==> src/rtl/mdc8p_pkg.sv <==
// Shared constants, bit-reversal helper and read-FSM encoding for the
// 8-point MDC FFT output reorder buffer.
package mdc8p_pkg;

  localparam int FFT_N   = 8;
  localparam int N_PAIRS = 4;
  localparam int LOG2_N  = 3;

  // Natural index -> bit-reversed index for a 3-bit address.
  localparam logic [LOG2_N-1:0] BITREV3_TAB [FFT_N] = '{
    3'd0, 3'd4, 3'd2, 3'd6, 3'd1, 3'd5, 3'd3, 3'd7
  };

  function automatic logic [LOG2_N-1:0] bitrev3(input logic [LOG2_N-1:0] a);
    return BITREV3_TAB[a];
  endfunction

  // Read-FSM state encoding.
  localparam logic [0:0] ST_IDLE = 1'b0;
  localparam logic [0:0] ST_READ = 1'b1;

endpackage

==> src/rtl/mdc8p_reorder_bank.sv <==
// Ping-pong frame store: two banks of FFT_N complex words, two write ports
// into the write bank and two combinational read ports from the read bank.
module mdc8p_reorder_bank
  import mdc8p_pkg::*;
#(
  parameter int NB_WORD = 24
) (
  input  logic                clk_i,
  input  logic                we_i,
  input  logic                wr_bank_i,
  input  logic [LOG2_N-1:0]   wr_addr1_i,
  input  logic [LOG2_N-1:0]   wr_addr2_i,
  input  logic [NB_WORD-1:0]  wr_data1_i,
  input  logic [NB_WORD-1:0]  wr_data2_i,
  input  logic                rd_bank_i,
  input  logic [LOG2_N-1:0]   rd_addr1_i,
  input  logic [LOG2_N-1:0]   rd_addr2_i,
  output logic [NB_WORD-1:0]  rd_data1_o,
  output logic [NB_WORD-1:0]  rd_data2_o
);

  logic [NB_WORD-1:0] mem_q [2][FFT_N];

  // Store both lanes of a pair; the two lane addresses never collide.
  always_ff @(posedge clk_i) begin
    if (we_i) begin
      mem_q[wr_bank_i][wr_addr1_i] <= wr_data1_i;
      mem_q[wr_bank_i][wr_addr2_i] <= wr_data2_i;
    end
  end

  // Combinational read of the pair being emitted.
  always_comb begin
    rd_data1_o = mem_q[rd_bank_i][rd_addr1_i];
    rd_data2_o = mem_q[rd_bank_i][rd_addr2_i];
  end

endmodule

==> src/rtl/mdc8p_reorder.sv <==
// Output reorder buffer for the 8-point radix-2 MDC FFT: takes bit-reversed
// pairs, emits natural-order pairs (bins 2k, 2k+1) through a ping-pong store.
module mdc8p_reorder
  import mdc8p_pkg::*;
#(
  parameter int NB_DATA = 12
) (
  input  logic                      i_clk,
  input  logic                      i_rst_n,
  input  logic                      i_valid,
  input  logic signed [NB_DATA-1:0] i_data1_r,
  input  logic signed [NB_DATA-1:0] i_data1_i,
  input  logic signed [NB_DATA-1:0] i_data2_r,
  input  logic signed [NB_DATA-1:0] i_data2_i,
  output logic                      o_valid,
  output logic                      o_sof,
  output logic signed [NB_DATA-1:0] o_data1_r,
  output logic signed [NB_DATA-1:0] o_data1_i,
  output logic signed [NB_DATA-1:0] o_data2_r,
  output logic signed [NB_DATA-1:0] o_data2_i
);

  localparam int NB_WORD = 2 * NB_DATA;
  localparam logic [LOG2_N-2:0] LAST_PAIR = (LOG2_N-1)'(N_PAIRS - 1);

  logic [LOG2_N-2:0] wr_cnt_q, wr_cnt_d;
  logic              wr_bank_q, wr_bank_d;
  logic              req_q, req_d;
  logic              req_bank_q, req_bank_d;
  logic [0:0]        state_q, state_d;
  logic [LOG2_N-2:0] rd_cnt_q, rd_cnt_d;
  logic              rd_bank_q, rd_bank_d;
  logic              post, take, rd_en;
  logic [NB_WORD-1:0] rd_word1, rd_word2;

  mdc8p_reorder_bank #(
    .NB_WORD (NB_WORD)
  ) u_bank (
    .clk_i      (i_clk),
    .we_i       (i_valid),
    .wr_bank_i  (wr_bank_q),
    .wr_addr1_i (bitrev3({wr_cnt_q, 1'b0})),
    .wr_addr2_i (bitrev3({wr_cnt_q, 1'b1})),
    .wr_data1_i ({i_data1_r, i_data1_i}),
    .wr_data2_i ({i_data2_r, i_data2_i}),
    .rd_bank_i  (rd_bank_q),
    .rd_addr1_i ({rd_cnt_q, 1'b0}),
    .rd_addr2_i ({rd_cnt_q, 1'b1}),
    .rd_data1_o (rd_word1),
    .rd_data2_o (rd_word2)
  );

  // Write side: pair counter, bank toggle and read-request posting.
  always_comb begin
    post       = i_valid && (wr_cnt_q == LAST_PAIR);
    wr_cnt_d   = i_valid ? wr_cnt_q + 1'b1 : wr_cnt_q;
    wr_bank_d  = post ? ~wr_bank_q : wr_bank_q;
    // A request taken and a new one posted on the same edge both survive.
    req_d      = (req_q && !take) || post;
    req_bank_d = post ? wr_bank_q : req_bank_q;
  end

  // Read FSM: drain a filled bank in 4 cycles, chaining straight into a pending one.
  always_comb begin
    state_d   = state_q;
    rd_cnt_d  = rd_cnt_q;
    rd_bank_d = rd_bank_q;
    take      = 1'b0;
    rd_en     = 1'b0;
    case (state_q)
      ST_IDLE: begin
        if (req_q) begin
          state_d   = ST_READ;
          rd_cnt_d  = '0;
          rd_bank_d = req_bank_q;
          take      = 1'b1;
        end
      end
      default: begin
        rd_en    = 1'b1;
        rd_cnt_d = rd_cnt_q + 1'b1;
        if (rd_cnt_q == LAST_PAIR) begin
          if (req_q) begin
            rd_cnt_d  = '0;
            rd_bank_d = req_bank_q;
            take      = 1'b1;
          end else begin
            state_d = ST_IDLE;
          end
        end
      end
    endcase
  end

  // Control state registers with synchronous active-low reset.
  always_ff @(posedge i_clk) begin
    if (!i_rst_n) begin
      wr_cnt_q   <= '0;
      wr_bank_q  <= 1'b0;
      req_q      <= 1'b0;
      req_bank_q <= 1'b0;
      state_q    <= ST_IDLE;
      rd_cnt_q   <= '0;
      rd_bank_q  <= 1'b0;
    end else begin
      wr_cnt_q   <= wr_cnt_d;
      wr_bank_q  <= wr_bank_d;
      req_q      <= req_d;
      req_bank_q <= req_bank_d;
      state_q    <= state_d;
      rd_cnt_q   <= rd_cnt_d;
      rd_bank_q  <= rd_bank_d;
    end
  end

  // Registered outputs; data holds while no pair is being emitted.
  always_ff @(posedge i_clk) begin
    if (!i_rst_n) begin
      o_valid   <= 1'b0;
      o_sof     <= 1'b0;
      o_data1_r <= '0;
      o_data1_i <= '0;
      o_data2_r <= '0;
      o_data2_i <= '0;
    end else begin
      o_valid <= rd_en;
      o_sof   <= rd_en && (rd_cnt_q == '0);
      if (rd_en) begin
        o_data1_r <= rd_word1[NB_WORD-1:NB_DATA];
        o_data1_i <= rd_word1[NB_DATA-1:0];
        o_data2_r <= rd_word2[NB_WORD-1:NB_DATA];
        o_data2_i <= rd_word2[NB_DATA-1:0];
      end
    end
  end

endmodule

==> config.mk <==
export PLATFORM = sky130hd
export DESIGN_NAME = mdc8p_reorder
export DESIGN_NICKNAME = d
export VERILOG_FILES = /design/src/rtl/mdc8p_pkg.sv /design/src/rtl/mdc8p_reorder_bank.sv /design/src/rtl/mdc8p_reorder.sv
export SDC_FILE = /design/constraint.sdc
export NUM_CORES = 1
export LEC_CHECK = 0
export ABC_AREA = 1
export CORE_MARGIN = 2
export CORE_UTILIZATION = 56
export CTS_BUF_LIST = sky130_fd_sc_hd__clkbuf_4
export DETAILED_ROUTE_END_ITERATION = 6
export PLACE_DENSITY = 0.86
export SYNTH_ARGS = -nofsm -noshare
export SYNTH_HDL_FRONTEND = slang
export SYNTH_SLANG_ARGS = --single-unit
export TNS_END_PERCENT = 20
==> constraint.sdc <==
create_clock -name i_clk -period 3.25 [get_ports i_clk]
set_input_delay 0.325 -clock i_clk [delete_from_list [all_inputs] [get_ports i_clk]]
set_output_delay 0.325 -clock i_clk [all_outputs]
set_load 0.02 [all_outputs]
==> After elaboration in Yosys (flattened, before gate mapping) <==
Memory sizes are Yosys's and may differ from the RTL's. A register that Yosys moved wholly into a read port is not among the register bits.
Cells that the tools add are included.
W data, S select, Z words.
{ "word_totals": {"n_memories": 3, "rom_bits": 48, "word_cells": 461, "in_bits": 51, "ram_bits": 384, "output_inout_bits": 50, "regBits": 59} }
{ "mem_list": {"columns": ["memory", "words", "width", "rd", "rd_ports_with_merged_regs", "write_ports", "line_no", "rtl"], "rows": [
  ["u_bank.mem_q", 2, 192, 1, 1, 1, "mdc8p_reorder_bank.sv:22", "logic [NB_WORD-1:0] mem_q [2][FFT_N];"],
  ["(name not given)", 8, 3, 1, 0, 0, "mdc8p_pkg.sv:15", "return BITREV3_TAB[a];"],
  ["(name not given)", 8, 3, 1, 0, 0, "mdc8p_pkg.sv:15", null]
]} }
{ "classes": {"addsub": 2, "n_eq_ne": 3, "reduce_logical": 9, "magnitude_cmp": 8, "bitwise_logic": 199, "muxes": 224} }
{ "op_table": {"columns": ["op", "count"], "rows": [
  ["$mux W192", 2],
  ["$mux W1", 204],
  ["$or A1 B1 Y1", 192],
  ["$bmux W24 S3", 2],
  ["$demux W24 S3", 2],
  ["$mux W24", 6],
  ["$ge A4 B4 Y1 const B", 6],
  ["$not A3 Y4", 6],
  ["$mux W3", 4],
  ["$lt A4 B1 Y1 const B", 2],
  ["$mux W2", 4],
  ["$logic_and A1 B1 Y1", 5],
  ["$add A2 B1 Y2 const B", 2],
  ["$eq A2 B2 Y1 const B", 2],
  ["$logic_not A2 Y1", 1],
  ["$ne A2 B1 Y1 const B", 1],
  ["$reduce_bool A2 Y1", 1],
  ["$logic_not A1 Y1", 1],
  ["$logic_or A1 B1 Y1", 1],
  ["$not A1 Y1", 1]
]} }

==> Longest topological paths before layout <==
Gate-level depths: netlist of the first run.
{ "logic_depth": {"depth_word": 11, "mapped_depth": 8, "ltp_nobuf": 6} }

==> By module <==
A second synthesis of the first run with hierarchy kept.
{ "unflattened": {"cells_unflattened": 2497, "area_unflattened_um2": 21740.9} }
{ "modules_own_cells": {"columns": ["mod", "n_inst", "area_each_um2", "seq_area_each_um2", "cells_per_inst"], "rows": [
  ["mdc8p_reorder_bank", 1, 19595.0, 11531.1, 2232],
  ["mdc8p_reorder", 1, 2145.8, 1181.1, 265]
]} }

==> Worst setup path after synthesis of the first run <==
OpenSTA, ideal clock, no wires.
{ "synth_path": {"path_kind": "reg-to-reg", "startpoint": "register wr_cnt_q[1]", "endpoint": "memory u_bank.mem_q[0][0] in the netlist's numbering (enable)", "arrival_time_ps": 2872, "synth_period_minus_slack_ps": 3327, "setup_time_ps": 455, "n_path_buf": 1, "required_time_ps": 2795, "slack_ps": -77, "path_stages_with_launch": 5, "path_cell_list": "dfxtp_1 ha_1 nand2_1 clkbuf_1 nor2_1"} }
{ "synth_via": {"elab_chain_cells": 11, "word_cells_on_any_way": 23, "cone_classes": "4 x order compare; 10 x mux; 5 x bitwise; 2 x reduce/logical; 2 x memory"} }
{ "synth_rtl": {"columns": ["item", "line_no", "rtl"], "rows": [
  ["from (decl)", "mdc8p_reorder.sv:26", "logic [LOG2_N-2:0] wr_cnt_q, wr_cnt_d;"],
  ["from (signal assigned)", "mdc8p_reorder.sv:106", "wr_cnt_q <= wr_cnt_d;"],
  ["$not A3 Y4 (implied by the code)", "mdc8p_pkg.sv:15", null],
  ["$mem_v2 Z8 W3", null, null],
  ["$mux W3 (implied by the code) (2 in a row)", "mdc8p_pkg.sv:15", null],
  ["$not A3 Y4 (on tied branches)", "mdc8p_reorder_bank.sv:27, mdc8p_reorder_bank.sv:28", null],
  ["$ge A4 B4 Y1 (implied by the code), or another cell as far along", "mdc8p_reorder_bank.sv:27", "mem_q[wr_bank_i][wr_addr1_i] <= wr_data1_i;"],
  ["$logic_and A1 B1 Y1 (on tied branches)", "mdc8p_reorder_bank.sv:27, mdc8p_reorder_bank.sv:28", null],
  ["$mux W24 (on tied branches)", "mdc8p_reorder_bank.sv:27, mdc8p_reorder_bank.sv:28", null],
  ["$demux W24 S3 (on tied branches)", "mdc8p_reorder_bank.sv:27, mdc8p_reorder_bank.sv:28", null],
  ["$mux W192 (on tied branches)", "mdc8p_reorder_bank.sv:27, mdc8p_reorder_bank.sv:28", null],
  ["$or A1 B1 Y1 (no source line) (*)", null, null],
  ["to (decl)", "mdc8p_reorder_bank.sv:22", null]
]} }
Every way passes the cells marked *; elsewhere a longest branch is shown, timed or not. The select of a mux whose other input is x is not followed.

==> Final worst setup path of the first run <==
{ "layout_path": {"startpoint": "register rd_cnt_q[0]", "endpoint": "register o_data2_r[11]"} }
{ "layout_via": {"elab_chain_cells": 4} }
{ "layout_rtl": {"columns": ["item", "line_no", "rtl"], "rows": [
  ["from (decl)", "mdc8p_reorder.sv:31", "logic [LOG2_N-2:0] rd_cnt_q, rd_cnt_d;"],
  ["from (signal assigned)", "mdc8p_reorder.sv:111", "rd_cnt_q <= rd_cnt_d;"],
  ["$not A3 Y4 (implied by the code)", "mdc8p_reorder_bank.sv:35", "rd_data2_o = mem_q[rd_bank_i][rd_addr2_i];"],
  ["$bmux W24 S3", "mdc8p_reorder_bank.sv:35", null],
  ["$mux W24 (implied by the code) (2 in a row)", "mdc8p_reorder_bank.sv:35", null],
  ["to (signal assigned)", "mdc8p_reorder.sv:131", "o_data2_r <= rd_word2[NB_WORD-1:NB_DATA];"],
  ["to (decl)", "mdc8p_reorder.sv:19", "output logic signed [NB_DATA-1:0] o_data2_r,"]
]} }
Every way passes these cells. The select of a mux whose other input is x is not followed.
A chain may end at the register's enable or synchronous reset.

==> results.py, run 1 <==
metrics = {
    "detailed_routing": {
        "ant_nets": 0,
        "via_per_inst": 5.44,
        "vias": 14700,
        "drt_wl_total_um": 47600,
        "routedWlPerCell_um": 17.6,
        "dr.first_iter.drc_count": 1637,
        "firstDrtPassIters": 6,
        "drc_errors": 0,
    },
    "synthesis": {
        "yosys_warnings": 0,
        "synth-seq-cells": 444,
        "synth_commonest_cells": "537 x nand2_1, 420 x inv_1, 384 x edfxtp_1",
        "yosysSeqAreaShare_pct": 65.5,
        "ys.flop_type": "edfxtp_1",
        "yosysTopAreaCell": "edfxtp_1",
        "syn_area_um2": 19400,
        "synth_top_area_share_pct": 59.3,
        "yosysMostFrequentCell": "nand2_1",
        "synth_cells": 2029,
        "syn_avg_cell_area_um2": 9.59,
        "synth_edf_count": 384,
        "synthArstFlopShare_pct": 0,
        "ys_types": 17,
        "syn-num-nets": 2087,
        "synthTopCellsByArea": "edfxtp_1 59%, nand2_1 10%, inv_1 8.1%",
    },
    "run": {
        "maxCapViolations": 0,
    },
    "worst_setup_path": {
        "critPathArrivalTime_ps": 2830,
        "worstPathRequired_ps": 3810,
        "r2r_start": "rd_cnt_q[0]$_SDFFE_PN0P_",
        "reg2regPathDepth": 6,
        "reg2reg_to": "o_data2_r[11]$_SDFFE_PN0P_",
        "cp_max_fo": 58,
        "critPathCaptureType": "flop",
        "cp-start-kind": "flop",
        "rrSetupSlack_ps": 970,
        "path_class": "flop to flop",
    },
    "sta": {
        "finalClockSkew_ps": 48.8,
        "drv_slew": 0,
        "rsz0062_at_grt": "no",
        "finalCritPeriodShare_pct": 70.0,
        "fin_tns_setup_ps": 0,
        "slew-limit-headroom_pct": 28.4,
        "hold_viol": 0,
        "worst_pin_slew_ps": 1070,
        "finalCriticalPeriod_ps": 2280,
        "setup_viol": 0,
        "timing.fmax_mhz": 439,
    },
    "grt": {
        "grt_overflow_total": 0,
        "grt_max_degree": 193,
        "grt_pass1_vias": 14500,
        "grt_pass1_wl_um": 73600,
        "antenna_found_initial": 2,
        "grt_usage_pct": 26.4,
    },
    "cts": {
        "hold_buffers": 0,
        "clockBufferDepth": 3,
        "cts_sinks": 444,
        "cts-resized-gates": 0,
        "cts_tree": "done",
        "clk-insertion-delay-late_ps": 750,
        "htree_levels": 3,
        "cts-buffers-inserted": 104,
        "clock-root-buffer": "clkbuf_4",
        "cts.clk_slew.worst_paths_ps": 60,
        "post-cts-setup-buffers": 0,
    },
    "worst_hold_path": {
        "hp-class": "input port to flop",
        "worst_hold_path.endpoint": "o_data1_i[8]$_SDFFE_PN0P_",
        "hp-start": "i_rst_n",
        "hold_depth": 3,
    },
    "floorplanning": {
        "die_h_um": 190,
        "die_w_um": 190,
        "initial_core_util_pct": 56.6,
        "dieArea_um2": 36200,
        "coreArea_um2": 34400,
        "row_count": 68,
        "io_pins": 101,
    },
    "outcome": {
        "status": "completed",
    },
    "power_and_ir_drop": {
        "leakage_nw": 9.86,
        "seqPwrFrac_pct": 54.4,
        "ir_drop_mv": 0.391,
        "power_frac_clock_pct": 39.2,
        "intPower_mw": 9.02,
        "combPwrFrac_pct": 6.4,
        "powerDensity_nw_per_um2": 527,
        "netSwitchingFraction_pct": 23.4,
        "p_sw_mw": 2.75,
    },
    "place": {
        "port_buffers": 100,
        "gp_congestion": 0.822,
        "place_area_um2": 20900,
        "dp_hpwl_um": 28000,
    },
    "final_layout": {
        "nets": 2208,
        "stdcell_area_um2": 22300,
        "drive_gt1_share_pct": 9.38,
        "syn_to_final_growth_pct": 14.8,
    },
}
through the flow:
step           worst slack, ps  hold WS [ps]  cells  util, %  power, mW
4_1_cts                   1040           312   2695     64.9       11.8
5_1_grt                    954           351   2697     64.9       12.2
3_3_place_gp               847           455   2499     60.8       7.21
6_report                   974           351   2697     64.9       11.8
3_5_place_dp               801           487   2499     60.8       7.26
2_1_floorplan            -39.0           424   2029        -       6.93
layout make-up:
class                           instances  area [µm²]
Timing Repair Buffer                  126        1300
Clock inverter                         41         241
Fill cell                            2545       12100
Antenna cell                            2        5.00
Sequential cell                       444       12700
Tap cell                              455         569
Inverter                              422        1590
Multi-Input combinational cell       1052        4700
Clock buffer                          155        1160
kinds of logic after synthesis:
family                     synth area share, %
DFF                                       65.5
AOI/OAI and AO/OA                         5.28
adders and majority gates                0.450
and+or+nand+nor                           18.1
buffers and inverters                     10.7
worst max path at each step:
stage / start / endpoint / cells after the start
after floorplan: wr_cnt_q[0]$_SDFFE_PN0P_ / u_bank.mem_q[0][144]$_DFFE_PP_ / 5
after global placement: i_valid / u_bank.mem_q[1][108]$_DFFE_PP_ / 4
after detailed placement: i_valid / u_bank.mem_q[1][109]$_DFFE_PP_ / 4
after CTS: rd_cnt_q[0]$_SDFFE_PN0P_ / o_data2_r[11]$_SDFFE_PN0P_ / 6
after global routing: rd_cnt_q[0]$_SDFFE_PN0P_ / o_data2_r[11]$_SDFFE_PN0P_ / 6
final: rd_cnt_q[0]$_SDFFE_PN0P_ / o_data2_r[11]$_SDFFE_PN0P_ / 6
worst max-delay path: stages, from the launching register on:
cell,delay (ps)
dfxtp_4,770
inv_2,400
buf_12,320
nand3_1,140
nand3_1,110
nand2_1,220
a21oi_1,90
power by group through the flow:
stage | logic [mW] | clock network (mW) | registers, mW
floorplan | 0.408 | 0 | 6.52
global placement | 0.700 | 0 | 6.51
detailed placement | 0.737 | 0 | 6.52
CTS | 0.749 | 4.67 | 6.40
global route | 0.831 | 4.97 | 6.41
finish | 0.758 | 4.62 | 6.40
sequential cells by signal, indices dropped and copies added (netlist names), named ones only:
register and flops:
wr_bank_q 1, state_q 1, wr_cnt_q 2, o_data2_i 12
o_valid 1, rd_bank_q 1, o_data2_r 12, o_sof 1
req_q 1, u_bank.mem_q 384, o_data1_i 12, o_data1_r 12
rd_cnt_q 2, req_bank_q 1
placed cells by master (no fill, tap or decap), types with 32 or more instances in the layout:
| cell type | count |
|---|---|
| a21oi_1 | 53 |
| clkbuf_4 | 155 |
| clkdlybuf4s50_1 | 99 |
| clkinv_1 | 32 |
| dfxtp_1 | 56 |
| edfxtp_1 | 384 |
| inv_1 | 419 |
| nand2_1 | 533 |
| nand3_1 | 289 |
| o21ai_0 | 149 |
per-layer routing:
metal / global-route usage (%) / vias to the layer above / share of wire (%)
li1: - / 6825 / -
met3: 5.87 / 130 / 12
met1: 33.4 / 6819 / 37
met2: 43.6 / 892 / 49
met4: 12.0 / 0 / 3.2
met5: 0 / - / 0
Power figures use the tool's default switching activity.
==> run 2, diff against run 1 <==
--- a/config.mk
+++ b/config.mk
@@ -7,10 +7,10 @@
 export LEC_CHECK = 0
 export ABC_AREA = 1
 export CORE_MARGIN = 2
-export CORE_UTILIZATION = 56
+export CORE_UTILIZATION = 62
 export CTS_BUF_LIST = sky130_fd_sc_hd__clkbuf_4
 export DETAILED_ROUTE_END_ITERATION = 6
-export PLACE_DENSITY = 0.86
+export PLACE_DENSITY = 0.9
 export SYNTH_ARGS = -nofsm -noshare
 export SYNTH_HDL_FRONTEND = slang
 export SYNTH_SLANG_ARGS = --single-unit
==> constraint.sdc (replaced) <==
create_clock -name i_clk -period 2.1 [get_ports i_clk]
set_input_delay 0.21 -clock i_clk [delete_from_list [all_inputs] [get_ports i_clk]]
set_output_delay 0.21 -clock i_clk [all_outputs]
set_load 0.02 [all_outputs]
==> run 2 against run 1 <==
Net effect: worst setup slack got worse by 820 ps; sequential share of layout area decreased by 0.56 points; flip-flop and latch count unchanged; total power increased by 57%; cell count decreased by 1.6%; clock skew rose by 8.3 ps; clock power is 58% higher; via count grew 2.4%; the flow now finishes with violations (design-rule violations); final area rose by 0.99%.
==> results.py, run 2 (synthesized netlist as in run 1, its figures left out) <==
metrics = {
    "final_layout": {
        "final_common_cell": "nand2_1",
        "largest-register": "u_bank.mem_q",
        "syn_to_final_growth_pct": 15.9,
        "drive_gt1_share_pct": 10.3,
        "final_cells": 2655,
        "final_cell_mix": "533 x nand2_1, 419 x inv_1, 384 x edfxtp_1, 289 x nand3_1, 153 x clkbuf_4",
        "nets": 2225,
        "largest_register_ffs": 384,
    },
    "worst_setup_path": {
        "crit_cells": 1,
        "critPathArrivalTime_ps": 1740,
        "reg2regPathDepth": 7,
        "path_buf_inv": 1,
        "r2r_start": "rd_cnt_q[0]$_SDFFE_PN0P_",
        "worstPathRequired_ps": 1890,
        "cp-start-kind": "flop",
        "critPathCaptureType": "output port",
        "slowest_delay_ps": 620,
        "critical-path-slowest-cell": "clkdlybuf4s50_1",
        "path_class": "flop to output port",
        "cp_max_fo": 2,
        "cp-startpoint": "o_data2_i[9]$_SDFFE_PN0P_",
        "cp_top_family": "buffers and inverters",
        "cp_cell_sequence": "clkdlybuf4s50_1",
    },
    "cts": {
        "cts-resized-gates": 0,
        "cts_tree": "done",
        "cts_sinks": 444,
        "htree_levels": 3,
        "clk-insertion-delay-late_ps": 770,
        "cts-buffers-inserted": 104,
        "clockBufferDepth": 3,
        "clock-root-buffer": "clkbuf_4",
        "post-cts-setup-buffers": 0,
        "cts.clk_slew.worst_paths_ps": 70,
    },
    "floorplanning": {
        "die_w_um": 181,
        "io_pins": 101,
        "coreArea_um2": 30700,
        "initial_core_util_pct": 63.2,
        "row_count": 64,
        "dieArea_um2": 32800,
        "die_h_um": 181,
    },
    "place": {
        "dp_hpwl_um": 28600,
        "place_ws_ps": 278,
        "port_buffers": 100,
        "gp_congestion": 0.807,
        "dp_cells": 2456,
    },
    "power_and_ir_drop": {
        "netSwitchingFraction_pct": 23.6,
        "intPower_mw": 14.1,
        "p_sw_mw": 4.34,
        "seqPwrFrac_pct": 53.7,
        "leakage_nw": 10.0,
        "powerDensity_nw_per_um2": 818,
        "power_frac_clock_pct": 39.6,
        "combPwrFrac_pct": 6.7,
        "ir_drop_mv": 0.451,
    },
    "sta": {
        "finalClockSkew_ps": 57.2,
        "setup_viol": 0,
        "slew-limit-headroom_pct": 50.2,
        "drv_slew": 0,
        "rsz0062_at_grt": "no",
        "worst_pin_slew_ps": 745,
        "finalCriticalPeriod_ps": 1950,
        "hold_viol": 0,
        "setup_ws_ps": 153,
        "finalCritPeriodShare_pct": 92.7,
        "timing.fmax_mhz": 513,
    },
    "grt": {
        "grt_usage_pct": 29.8,
        "grt_max_degree": 127,
        "antenna_found_initial": 3,
        "grt_pass1_vias": 15000,
        "grt_pass1_wl_um": 75700,
        "grt_overflow_total": 0,
    },
    "outcome": {
        "status": "finished with violations",
        "failed_checks": "design-rule violations",
    },
    "detailed_routing": {
        "vias": 15000,
        "routedWlPerCell_um": 18.5,
        "dr.first_iter.drc_count": 2116,
        "drt_wl_total_um": 49000,
        "drc_errors": 5,
        "ant_nets": 0,
        "via_per_inst": 5.66,
        "firstDrtPassIters": 7,
    },
    "worst_hold_path": {
        "hp-start": "i_data2_r[10]",
        "hold_depth": 3,
        "hp-class": "input port to flop",
    },
    "run": {
        "maxCapViolations": 0,
    },
}
[run 2: cell types whose count changed in the layout (fill, tap and decap cells not counted)]
cell,change
buf_4,+5
clkbuf_4,-2
inv_2,+2
buf_12,+11
clkinv_2,+6
bufinv_16,+1
dlygate4sd3_1,+1
clkinv_1,-7
[run 2: final timing paths]
| check | end | slack, ps |
|---|---|---|
| max | o_data2_i[9] | 150 |
| min | u_bank.mem_q[0][70]$_DFFE_PP_ | 340 |
| max reg2reg | rd_bank_q$_SDFFE_PN0N_ | 260 |
| min reg2reg | flop | 500 |
[run 2: routing by layer]
metal,GRT usage (%),part of all wire [%]
met5,0,0
met4,16.7,4.1
met3,7.86,13
met2,48.1,48
met1,36.8,34
[run 2: power by group through the flow]
stage / logic (mW) / clock network (mW) / registers [mW]
final: 1.23 / 7.31 / 9.89
after global placement: 1.11 / 0 / 10.1
after CTS: 1.21 / 7.35 / 9.89
after detailed placement: 1.18 / 0 / 10.1
after global routing: 1.34 / 7.80 / 9.90
after floorplan: 0.635 / 0 / 10.1
[run 2: metrics by stage]
stage / hold WS, ps / power [mW] / util (%) / cell area (µm²) / setup TNS, ps
2_1_floorplan: 309 / 10.7 / - / 19500 / -126540
3_3_place_gp: 450 / 11.2 / 68.6 / 21100 / 0
3_5_place_dp: 476 / 11.3 / 68.6 / 21100 / 0
4_1_cts: 292 / 18.4 / 73.3 / 22500 / 0
5_1_grt: 336 / 19.0 / 73.3 / 22500 / 0
6_report: 339 / 18.4 / 73.3 / 22500 / 0
[run 2: what timing repair did]
action / in CTS / in global routing
hold endpoints to repair: 18 / 0
setup endpoints to repair: 0 / 0
hold buffers: 1 / 0
[run 2: area by class of cell]
class / count / area, µm²
inverter: 422 / 1590
fill: 1887 / 8210
clock buffer: 153 / 1150
clock inverter: 43 / 283
tap: 396 / 495
antenna: 2 / 5.00
timing repair buffer: 143 / 1570
multi-input combinational: 1052 / 4700
sequential: 444 / 12700
==> run 3, diff against run 2 <==
--- a/config.mk
+++ b/config.mk
@@ -9,6 +9,7 @@
 export CORE_MARGIN = 2
 export CORE_UTILIZATION = 62
 export CTS_BUF_LIST = sky130_fd_sc_hd__clkbuf_4
+export CTS_CLUSTER_DIAMETER = 30
 export DETAILED_ROUTE_END_ITERATION = 6
 export PLACE_DENSITY = 0.9
 export SYNTH_ARGS = -nofsm -noshare
==> run 3 against run 2 <==
Net effect: the run now ends clean; combinational power barely moved; clock power fell by 3.0%; critical path type unchanged; highest routed layer unchanged; cell count barely moved; via count rose by 0.99%; die area did not move; global-route usage fell by 0.061 points; final area fell by 0.17%; non-clock buffer count did not move; register-to-register slack improved by 50 ps; sequential share of layout area rose by 0.098 points; sequential power barely moved.
==> results.py, run 3 (synthesized netlist as in run 1, its figures left out) <==
metrics = {
    "worst_setup_path": {
        "cp-startpoint": "o_data1_i[9]$_SDFFE_PN0P_",
        "worstPathRequired_ps": 1890,
        "crit_cells": 1,
        "critical-path-slowest-cell": "clkdlybuf4s50_1",
        "cp_top_family": "buffers and inverters",
        "critPathArrivalTime_ps": 1750,
        "reg2reg_to": "u_bank.mem_q[1][87]$_DFFE_PP_",
        "cp-start-kind": "flop",
        "cp_cell_sequence": "clkdlybuf4s50_1",
        "cp_max_fo": 2,
        "path_class": "flop to output port",
        "path_buf_inv": 1,
        "reg2regPathDepth": 5,
        "rrSetupSlack_ps": 310,
        "slowest_delay_ps": 620,
        "r2r_start": "wr_cnt_q[0]$_SDFFE_PN0P_",
        "critPathCaptureType": "output port",
    },
    "final_layout": {
        "nets": 2227,
        "final_cell_mix": "533 x nand2_1, 419 x inv_1, 384 x edfxtp_1, 289 x nand3_1, 152 x clkbuf_4",
        "drive_gt1_share_pct": 10.6,
        "largest_register_ffs": 384,
        "largest-register": "u_bank.mem_q",
        "syn_to_final_growth_pct": 15.7,
        "fin_util_pct": 73.2,
        "fillCellCount": 1900,
        "final_common_cell": "nand2_1",
    },
    "place": {
        "port_buffers": 100,
        "gp_congestion": 0.807,
        "dp_hpwl_um": 28600,
    },
    "floorplanning": {
        "die_w_um": 181,
        "initial_core_util_pct": 63.2,
        "dieArea_um2": 32800,
        "row_count": 64,
        "coreArea_um2": 30700,
        "io_pins": 101,
        "die_h_um": 181,
    },
    "sta": {
        "drv_slew": 0,
        "finalClockSkew_ps": 62.6,
        "finalCriticalPeriod_ps": 1960,
        "hold_viol": 0,
        "timing.fmax_mhz": 510,
        "rsz0062_at_grt": "no",
        "worst_pin_slew_ps": 715,
        "slew-limit-headroom_pct": 52.2,
        "setup_viol": 0,
        "whs_ps": 321,
        "finalCritPeriodShare_pct": 93.3,
    },
    "grt": {
        "grt_overflow_total": 0,
        "grt_max_degree": 127,
        "grt_usage_pct": 29.7,
        "grt_pass1_wl_um": 75800,
        "grt_use_met2_pct": 48.3,
        "grtUsageMet1_pct": 37.1,
        "antenna_found_initial": 3,
        "grt_pass1_vias": 15000,
        "grt_util_met3_pct": 8.02,
        "gr-max-usage-layer": "met2",
    },
    "worst_hold_path": {
        "hp-start": "i_data2_r[10]",
        "hold_depth": 3,
        "hp-class": "input port to flop",
        "worst_hold_path.endpoint": "u_bank.mem_q[0][70]$_DFFE_PP_",
    },
    "detailed_routing": {
        "routedWlPerCell_um": 18.5,
        "ant_nets": 0,
        "drc_errors": 0,
        "firstDrtPassIters": 7,
        "dr.first_iter.drc_count": 2037,
        "via_per_inst": 5.71,
        "drt_wl_total_um": 49100,
        "vias": 15200,
    },
    "cts": {
        "post-cts-setup-buffers": 0,
        "cts_tree": "done",
        "htree_levels": 3,
        "cts.clk_slew.worst_paths_ps": 70,
        "clockBufferDepth": 3,
        "cts_sinks": 444,
        "clock-root-buffer": "clkbuf_4",
        "clk-insertion-delay-late_ps": 800,
        "cts-buffers-inserted": 106,
        "cts-resized-gates": 0,
    },
    "power_and_ir_drop": {
        "powerDensity_nw_per_um2": 810,
        "ir_drop_mv": 0.446,
        "leakage_nw": 10.0,
    },
    "run": {
        "maxCapViolations": 0,
    },
    "outcome": {
        "status": "completed",
    },
}
-- run 3: cell types whose count changed in the layout (fill, tap and decap cells not counted) --
cell,before,now
clkbuf_4,153,152
diode_2,2,3
bufinv_16,4,2
clkinv_2,10,16
clkinv_1,25,20
inv_2,5,7
clkinvlp_4,1,2
-- run 3: worst max path at each step --
stage,endpoint,slack (ps)
2_1_floorplan,u_bank.mem_q[0][144]$_DFFE_PP_,-400
3_3_place_gp,u_bank.mem_q[0][130]$_DFFE_PP_,320
3_5_place_dp,u_bank.mem_q[0][125]$_DFFE_PP_,280
4_1_cts,o_data1_i[9],120
5_1_grt,o_data1_i[7],70
6_report,o_data1_i[9],140
-- run 3: timing repair --
| item | CTS | global route |
|---|---|---|
| hold buffers | 1 | 0 |
| endpoints found under the hold margin | 24 | 0 |
| endpoints found under the setup margin | 0 | 0 |
-- run 3: per-stage QoR --
step           total power [mW]  std cells  instance area (µm²)  TNS, ps  worst slack [ps]
2_1_floorplan              10.7       2029                19500  -126540              -401
3_3_place_gp               11.2       2456                21100        0               325
3_5_place_dp               11.3       2456                21100        0               278
4_1_cts                    18.2       2654                22500        0               118
5_1_grt                    18.8       2657                22500        0              66.3
6_report                   18.2       2657                22500        0               141
-- run 3: worst min-delay path, delay by kind of cell --
| family | cells | cell delay [ps] |
|---|---|---|
| buffers and inverters | 2 | 550 |
| AOI/OAI and AO/OA | 1 | 140 |
-- run 3: per-layer routing --
metal  share of wire, %  up-vias
li1                   -     6871
met1                 34     6991
met2                 48     1125
met3                 13      181
met4                3.9        0
met5                  0        -
-- run 3: final cells by class --
class,instances,area [µm²],area share (%)
Inverter,422,1590,7.05
Timing Repair Buffer,143,1570,6.98
Clock buffer,152,1140,5.07
Antenna cell,3,7.51,0.0334
Clock inverter,45,249,1.11
Tap cell,396,495,2.20
Multi-Input combinational cell,1052,4700,20.9
Sequential cell,444,12700,56.6
-- run 3: where the power goes --
group	total, mW	switching (mW)	internal (mW)
Sequential	9.89	0.0664	9.83
Clock	7.09	3.47	3.62
Combinational	1.24	0.842	0.395
